[src/rtl/fpmul_pkg.sv]
// Shared definitions for the floating-point multiplier dispatcher:
// FSM state encoding, flag vector layout and the canonical quiet NaN.
package fpmul_pkg;

    localparam int unsigned OPND_W = 64;   // one FIFO entry: {a, b}
    localparam int unsigned FLAG_W = 6;

    // Flag bit positions, MSB first: {OF, UF, NanF, InfF, DNF, ZF}
    localparam int unsigned FLAG_OF   = 5;
    localparam int unsigned FLAG_UF   = 4;
    localparam int unsigned FLAG_NANF = 3;
    localparam int unsigned FLAG_INFF = 2;
    localparam int unsigned FLAG_DNF  = 1;
    localparam int unsigned FLAG_ZF   = 0;

    localparam logic [FLAG_W-1:0] FLAGS_NAN_ONLY = FLAG_W'(1) << FLAG_NANF;
    localparam logic [31:0]       QNAN           = 32'h7FC0_0000;

    typedef enum logic [1:0] {
        IDLE,
        ISSUE,
        WAIT,
        GAP
    } state_t;

endpackage

[src/rtl/fpmul_opnd_fifo.sv]
// Operand FIFO for the multiplier dispatcher. Entries are {a, b}.
// Pointers carry one extra MSB so full and empty are distinguished by the
// wrap bit alone; the head entry is presented combinationally.
module fpmul_opnd_fifo
    import fpmul_pkg::*;
#(
    parameter int unsigned DEPTH = 4
) (
    input  logic              clk,
    input  logic              rst,
    input  logic              push,
    input  logic [OPND_W-1:0] push_data,
    input  logic              pop,
    output logic [OPND_W-1:0] head,
    output logic              full,
    output logic              empty
);

    localparam int unsigned AW = $clog2(DEPTH);
    localparam logic [AW:0] PTR_ONE = (AW+1)'(1);

    logic [AW:0]       wr_ptr;
    logic [AW:0]       rd_ptr;
    logic [OPND_W-1:0] mem [DEPTH];

    // Pointer advance on push/pop; reset empties the queue.
    always_ff @(posedge clk or posedge rst) begin
        if (rst) begin
            wr_ptr <= '0;
            rd_ptr <= '0;
        end else begin
            if (push) wr_ptr <= wr_ptr + PTR_ONE;
            if (pop)  rd_ptr <= rd_ptr + PTR_ONE;
        end
    end

    // Storage write; contents need no reset since the pointers gate access.
    always_ff @(posedge clk) begin
        if (push) mem[wr_ptr[AW-1:0]] <= push_data;
    end

    assign head  = mem[rd_ptr[AW-1:0]];
    assign empty = (wr_ptr == rd_ptr);
    assign full  = (wr_ptr[AW] != rd_ptr[AW]) &&
                   (wr_ptr[AW-1:0] == rd_ptr[AW-1:0]);

endmodule

[src/rtl/fpmul_dispatch.sv]
// Dispatcher in front of a single-precision multiplier: queues operand
// pairs, issues one operation at a time, and holds each result until the
// consumer takes it. Optional WAIT watchdog: define FPMUL_DISPATCH_TIMEOUT_EN.
module fpmul_dispatch
    import fpmul_pkg::*;
#(
    parameter int unsigned DEPTH          = 4,
    parameter int unsigned TIMEOUT_CYCLES = 64
) (
    input  logic              clk,
    input  logic              rst,
    input  logic              in_valid,
    output logic              in_ready,
    input  logic [31:0]       in_a,
    input  logic [31:0]       in_b,
    output logic              mul_start,
    output logic [31:0]       mul_a,
    output logic [31:0]       mul_b,
    input  logic              mul_done,
    input  logic [31:0]       mul_p,
    input  logic [FLAG_W-1:0] mul_flags,
    output logic              out_valid,
    input  logic              out_ready,
    output logic [31:0]       out_p,
    output logic [FLAG_W-1:0] out_flags,
    output logic              out_err,
    output logic              busy
);

    if (DEPTH < 2 || (DEPTH & (DEPTH - 1)) != 0) begin : g_bad_depth
        $error("fpmul_dispatch: DEPTH must be a power of two, at least 2");
    end
    if (TIMEOUT_CYCLES < 1) begin : g_bad_timeout
        $error("fpmul_dispatch: TIMEOUT_CYCLES must be at least 1");
    end

    state_t            state;
    state_t            state_nxt;
    logic              fifo_push;
    logic              fifo_pop;
    logic              fifo_full;
    logic              fifo_empty;
    logic [OPND_W-1:0] fifo_head;
    logic              capture;
    logic              timeout;

    // in_ready looks only at registered occupancy: no same-cycle pop credit.
    assign in_ready  = !fifo_full;
    assign fifo_push = in_valid && in_ready;
    assign capture   = (state == WAIT) && mul_done;
    assign busy      = !fifo_empty || (state != IDLE) || out_valid;

    fpmul_opnd_fifo #(
        .DEPTH (DEPTH)
    ) u_fifo (
        .clk       (clk),
        .rst       (rst),
        .push      (fifo_push),
        .push_data ({in_a, in_b}),
        .pop       (fifo_pop),
        .head      (fifo_head),
        .full      (fifo_full),
        .empty     (fifo_empty)
    );

    // FSM state register.
    always_ff @(posedge clk or posedge rst) begin
        if (rst) state <= IDLE;
        else     state <= state_nxt;
    end

    // Next state, start pulse and FIFO pop. The head is popped on the edge
    // entering ISSUE so the operands are already on mul_a/mul_b while
    // mul_start is high.
    always_comb begin
        state_nxt = state;
        mul_start = 1'b0;
        fifo_pop  = 1'b0;
        case (state)
            IDLE: begin
                if (!fifo_empty && !out_valid) begin
                    state_nxt = ISSUE;
                    fifo_pop  = 1'b1;
                end
            end
            ISSUE: begin
                mul_start = 1'b1;
                state_nxt = WAIT;
            end
            WAIT: begin
                if (mul_done || timeout) state_nxt = GAP;
            end
            GAP:     state_nxt = IDLE;
            default: state_nxt = IDLE;
        endcase
    end

    // Operand register: only reloaded on the next pop, so it stays stable
    // from ISSUE through the GAP cycle following mul_done.
    always_ff @(posedge clk or posedge rst) begin
        if (rst) begin
            mul_a <= '0;
            mul_b <= '0;
        end else if (fifo_pop) begin
            {mul_a, mul_b} <= fifo_head;
        end
    end

    // Result register: load on completion or watchdog abort, hold until taken.
    always_ff @(posedge clk or posedge rst) begin
        if (rst) begin
            out_valid <= 1'b0;
            out_p     <= '0;
            out_flags <= '0;
        end else if (capture) begin
            out_valid <= 1'b1;
            out_p     <= mul_p;
            out_flags <= mul_flags;
        end else if (timeout) begin
            out_valid <= 1'b1;
            out_p     <= QNAN;
            out_flags <= FLAGS_NAN_ONLY;
        end else if (out_valid && out_ready) begin
            out_valid <= 1'b0;
        end
    end

`ifdef FPMUL_DISPATCH_TIMEOUT_EN
    localparam int unsigned       WD_W   = $clog2(TIMEOUT_CYCLES + 1);
    localparam logic [WD_W-1:0]   WD_ONE = WD_W'(1);
    localparam logic [WD_W-1:0]   WD_MAX = WD_W'(TIMEOUT_CYCLES - 1);

    logic [WD_W-1:0] wd;

    // Fires on the TIMEOUT_CYCLES-th consecutive WAIT cycle without mul_done.
    assign timeout = (state == WAIT) && !mul_done && (wd == WD_MAX);

    // Watchdog counts WAIT cycles and clears everywhere else.
    always_ff @(posedge clk or posedge rst) begin
        if (rst)                           wd <= '0;
        else if (state == WAIT && !mul_done) wd <= wd + WD_ONE;
        else                               wd <= '0;
    end

    // Error flag tracks whether the held result came from an abort.
    always_ff @(posedge clk or posedge rst) begin
        if (rst)          out_err <= 1'b0;
        else if (capture) out_err <= 1'b0;
        else if (timeout) out_err <= 1'b1;
    end
`else
    assign timeout = 1'b0;
    assign out_err = 1'b0;
`endif

endmodule

[config.mk]
export PLATFORM = sky130hd
export DESIGN_NAME = fpmul_dispatch
export DESIGN_NICKNAME = d
export VERILOG_FILES = /design/src/rtl/fpmul_pkg.sv /design/src/rtl/fpmul_opnd_fifo.sv /design/src/rtl/fpmul_dispatch.sv
export SDC_FILE = /design/constraint.sdc
export NUM_CORES = 1
export LEC_CHECK = 0
export CAP_MARGIN = 5
export CELL_PAD_IN_SITES_DETAIL_PLACEMENT = 0
export CELL_PAD_IN_SITES_GLOBAL_PLACEMENT = 2
export CORE_UTILIZATION = 41
export DETAILED_ROUTE_END_ITERATION = 8
export PLACE_DENSITY = 0.91
export SLEW_MARGIN = 20
export SYNTH_ARGS = -nofsm -noshare
export SYNTH_HDL_FRONTEND = slang
export SYNTH_SLANG_ARGS = --single-unit
[constraint.sdc]
create_clock -name clk -period 4.4 [get_ports clk]
set_clock_uncertainty 0.15 [all_clocks]
set_input_delay 0.88 -clock clk [delete_from_list [all_inputs] [get_ports clk]]
set_output_delay 0.88 -clock clk [all_outputs]
set_load 0.01 [all_outputs]
After elaboration in Yosys (flattened, before gate mapping)
Memory sizes are Yosys's and may differ from the RTL's. A register that Yosys moved wholly into a read port is not among the register bits.
Index checks and enable logic that the tools add are counted.
{ "word_totals": {"reg_bits": 47, "rom_bits": 0, "ram_bits": 256, "output_inout_bits": 107, "memories": 1, "latch_bits": 0} }
{ "memory_table": {"columns": ["name", "depth", "word_bits", "rd", "rd_clocked_by_memory_dff", "write_ports", "line", "source"], "rows": [
  ["u_fifo.mem", 4, 64, 1, 1, 1, "fpmul_opnd_fifo.sv:24", "logic [OPND_W-1:0] mem [DEPTH];"]
]} }
{ "classes": {"n_bitwise": 0, "reduce_logical": 14, "n_mul": 0, "n_div": 0, "muxes": 10, "magnitude_cmp": 0, "n_eq_ne": 8, "n_shift": 0, "addsub": 2} }
{ "ops": {"columns": ["op", "n"], "rows": [
  ["2-bit one-hot mux with 4 select lines", 1],
  ["1-bit two-way mux", 7],
  ["3-bit by 1-bit adder with 3-bit output, second input constant", 2],
  ["1-bit logical AND", 5],
  ["2-bit == test, second input constant", 2],
  ["2-bit two-way mux", 2],
  ["2-bit != test, second input constant", 2],
  ["2-bit nonzero test", 2],
  ["3-bit == test", 1],
  ["1-bit logical NOT", 3],
  ["2-bit by 1-bit == test with 1-bit output, second input constant", 1],
  ["2-bit == test", 1],
  ["2-bit logical NOT", 1],
  ["1-bit logical OR", 2],
  ["2-bit AND reduction", 1],
  ["1-bit != test", 1]
]} }

Depth between registers and ports, before layout
{ "logic_depth": {"ltp_word": 6, "depth_mapped": 6, "ltp_nobuf": 5} }

Hierarchy
From an unflattened synthesis, not the netlist that was laid out.
{ "hier_totals": {"cells_unflattened": 604, "area_unflattened_um2": 13620.6} }
{ "by_module_without_submodules": {"columns": ["module", "area_each_um2", "instances", "cells_per_inst", "seq_area_each_um2"], "rows": [
  ["fpmul_opnd_fifo", 9576.7, 1, 365, 7837.5],
  ["fpmul_dispatch", 4043.9, 1, 239, 2627.5]
]} }

Worst setup path before layout
Ideal clock, no wire load.
{ "synth_timing": {"path_kind": "input-to-reg", "startpoint": "in in_valid", "endpoint": "mem u_fifo.mem[3][0], enable pin", "setup_ps": 430, "arrival_time_ps": 2833, "setup_slack_ps": 987, "cell_stages": 3, "cell_sequence": "inv_1 a31oi_1 and2_1"} }
{ "synth_between": {"elab_chain_len": 3} }
{ "synth_lines": {"columns": ["element", "line", "source"], "rows": [
  ["start: declaration", "fpmul_dispatch.sv:12", "input logic in_valid,"],
  ["1-bit logical AND", "fpmul_dispatch.sv:49", "assign fifo_push = in_valid && in_ready;"],
  ["1-bit two-way mux", "fpmul_opnd_fifo.sv:39", "if (push) mem[wr_ptr[AW-1:0]] <= push_data;"],
  ["1-bit two-way mux (implied by the code)", "fpmul_opnd_fifo.sv:39", null],
  ["end: declaration", "fpmul_opnd_fifo.sv:24", null]
]} }
No other way between the ends.

Worst setup path in the final report
{ "layout_timing": {"startpoint": "reg u_fifo.rd_ptr[0]", "endpoint": "out busy"} }
{ "layout_between": {"elab_chain_len": 4} }
{ "layout_lines": {"columns": ["element", "line", "source"], "rows": [
  ["start: declaration", "fpmul_opnd_fifo.sv:23", "logic [AW:0] rd_ptr;"],
  ["start signal: assignment", "fpmul_opnd_fifo.sv:33", "if (pop) rd_ptr <= rd_ptr + PTR_ONE;"],
  ["3-bit == test", "fpmul_opnd_fifo.sv:43", "assign empty = (wr_ptr == rd_ptr);"],
  ["1-bit logical NOT", "fpmul_dispatch.sv:51", "assign busy = !fifo_empty || (state != IDLE) || out_valid;"],
  ["1-bit logical OR (2 in series)", "fpmul_dispatch.sv:51", null],
  ["end: declaration", "fpmul_dispatch.sv:27", "output logic busy"]
]} }
No other way between the ends.

==> results by group <==
CTS
  – Clock Latency Late Sink: 0.51 ns
  – Cts bufs inserted: 38
  – Post-CTS Resized: 0
  – CTS sink count: 367
  – H-tree levels: 2
  – Hold Buf Count CTS: 0
  – Root Buffer: clkbuf_16
  – Clock Pin Slew Worst Setup and Hold Paths: 0.06 ns
  – Clock tree buffer depth: 3
  – Postcts setup bufs: 0
  – TritonCTS clock tree: yes

Drt
  – Via Count: 6571
  – Vias per cell: 5.001
  – DR WL/cell: 20.29 um
  – DR DRC count: 0
  – First-pass iteration count of the detailed router: 5
  – Post-Route WL: 26670 um
  – Post-route ant nets: 0
  – Initial DRC count: 376

Yosys
  – Syn_area_per_cell: 22.53 um2
  – Post-synth EDFFs: 256
  – Register area share after synthesis: 0.7640
  – Synth warn: 0
  – Top cells by area, synth: edfxtp_1 (56%), dfrtp_1 (20%), mux4_2 (11%), mux2_2 (6.1%), mux2_4 (3.3%)
  – Post-synth top cells: edfxtp_1 (256), dfrtp_1 (111), mux2_2 (74)
  – Net Count, Synth: 724
  – Synthesized area: 0.01370 mm2
  – Synth top area share: 0.5612
  – Post-synth ARST share: 0.3025
  – Post-synthesis cell count: 608
  – Distinct cell type count after synthesis: 27
  – Biggest area consumer among synthesized cells: edfxtp_1
  – Post-synth top flop: edfxtp_1
  – Flops & latches, synth: 367
  – Cell with the most instances after synthesis: edfxtp_1

Worst setup path
  – Worst Setup End Kind: output pin
  – CP Class: register to output pin
  – Reg-to-Reg Start: u_fifo.rd_ptr[0]
  – WP data arrival: 2.25 ns
  – R2R setup slack: 1.55 ns
  – CP max FO: 20
  – Critical-path cell list: xor2_1, nor3_1, nand3_1, clkdlybuf4s50_1
  – Crit path max-delay cell type: dfrtp_4
  – Worst path max stage delay: 0.68 ns
  – Worst reg2reg path depth: 4
  – Critical R2R Capture: u_fifo.mem[2][41]
  – Critical path launch point type: register
  – Worst Path Required: 3.37 ns

Placed design
  – HPWL Detailed: 16440 um
  – Setup WS pre-CTS: 0.9873 ns
  – DP Area: 0.01637 mm2
  – Placed cells: 1245
  – PortBufs: 212
  – Placer congestion estimate: 0.6862

STA
  – Setup TNS: 0 ns
  – Pins Over Slew Limit: 0
  – Tmin final: 3.275 ns
  – Min Hold Slack: 0.3345 ns
  – # setup viols final: 0
  – Final period utilization: 0.7444
  – PnR worst setup slack: 1.125 ns
  – Max_slew headroom: 0.3509
  – Endpoints failing hold: 0
  – RSZ-0062 raised after global routing: no
  – Least-Margin Pin Slew: 0.9736 ns
  – Max Fclk: 0.3053 GHz

Global routing
  – Gr ovfl total: 0
  – Initial antenna violation count: 0
  – Pin count of the biggest net entering global routing: 67
  – First-pass GRT wire length: 40880 um
  – Vias in the first global route: 7000
  – Gr usage total: 0.1600

Floorplan
  – CORE AREA: 0.03270 mm2
  – Die Span Y: 184.8 um
  – Die width: 184.8 um
  – Row cnt: 66
  – # IOs: 214
  – Initial Util: 0.4188
  – Die ar.: 0.03414 mm2

Cells and area
  – Share of cells above drive strength 1: 0.2775
  – Utilization after layout: 0.5388
  – Fill cells: 2544
  – Antenna cells: 0
  – Area Overhead vs Synth: 28.63%
  – Nets: 959
  – Post-Layout Cell Count: 1314
  – Design area: 0.01762 mm2

Pwr
  – Worst vdd ir: 0.3898 mV
  – Total power: 12.85 mW
  – Cell Pwr Density: 729.3 mW/mm2
  – Leakage: 6.269 nW

Run
  – Max_cap viols: 0

Hold path
  – Hold endpoint: u_fifo.rd_ptr[2]
  – HP Class: register to register
  – WHS Path Cells: 1
  – HP Start: u_fifo.rd_ptr[2]

Status
  – Status: finished, final reports clean
-- where the power goes --
part | internal, mW | leakage [nW] | switching (mW) | total, mW
clock network | 1.91 | 0.616 | 1.27 | 3.18
logic | 2.51 | 2.00 | 1.83 | 4.34
registers | 4.85 | 3.65 | 0.478 | 5.33
total | 9.27 | 6.27 | 3.58 | 12.8
-- how the worst max path moves through the flow --
| stage | start | to | slack (ns) | cells after the start |
|---|---|---|---|---|
| floorplan | rst | mul_a[0] | 0.44 | 1 |
| global placement | in_valid | u_fifo.mem[2][47] | 1.03 | 5 |
| detailed placement | in_valid | u_fifo.mem[2][47] | 0.99 | 5 |
| CTS | u_fifo.rd_ptr[0] | busy | 1.07 | 4 |
| global route | u_fifo.rd_ptr[0] | busy | 0.95 | 4 |
| finish | u_fifo.rd_ptr[0] | busy | 1.12 | 4 |
-- worst max-delay path, delay by kind of cell, from the launching register on --
family / cells / cell delay (ns)
buf+inv: 1 / 0.55
simple gates: 2 / 0.20
xor+xnor: 1 / 0.30
flops: 1 / 0.68
-- area by class of cell --
type	count	area, um2	share of cell area
Timing Repair Buffer	222	2260	0.1283
Clock buffer	50	1037	0.05887
Clock inverter	19	212.7	0.01207
Sequential cell	367	10470	0.5944
Tap cell	442	553.0	0.03139
Inverter	7	28.78	0.001633
Multi-Input combinational cell	207	3054	0.1734
-- sequential cells by signal, summed over array words and instances (netlist names) --
signal / count
mul_a: 32
mul_b: 32
out_flags: 6
out_p: 32
out_valid: 1
state: 2
u_fifo.mem: 256
u_fifo.rd_ptr: 3
u_fifo.wr_ptr: 3
-- routing by layer --
metal	part of all wire	global-route usage	wire length, um
met2	0.49	0.2662	13020
met1	0.43	0.2124	11410
met4	0.015	0.04298	402
met3	0.069	0.03578	1831
met5	0	0	0
-- cell families (layout without fill, tap and decap cells) --
family | count (synthesis) | in the layout | share of synthesized area
adder cells (fa/ha/maj) | 9 | 9 | 0.008222
buffers and inverters | 34 | 298 | 0.01452
multiplexers | 168 | 168 | 0.1990
AND/OR/NAND/NOR | 13 | 13 | 0.004749
other | 1 | 1 | 0.0002738
XOR/XNOR | 9 | 9 | 0.005755
flip-flops | 367 | 367 | 0.7640
AO/OA/AOI/OAI | 7 | 7 | 0.003472
-- layout by cell type (no fill, tap or decap) --
cell,instances
edfxtp_1,256
clkdlybuf4s50_1,212
dfrtp_1,109
mux2_2,74
mux4_2,64
clkbuf_16,39
mux2_4,30
ha_1,9
clkbuf_1,9
clkinv_2,7
inv_1,6
xor2_1,5
buf_12,5
buf_4,5
xnor2_1,4
nand2_1,4
and2_4,4
bufinv_16,4
clkinv_1,4
o21ai_0,2
nand3_1,2
inv_6,2
clkbuf_8,2
dfrtp_4,2
o311a_4,1
a31oi_1,1
o31ai_1,1
nor2b_1,1
a21oi_1,1
nor2_1,1
a2bb2oi_1,1
nor3_1,1
inv_4,1
conb_1,1
clkinv_4,1
clkinv_8,1
Power figures use the tool's default switching activity.
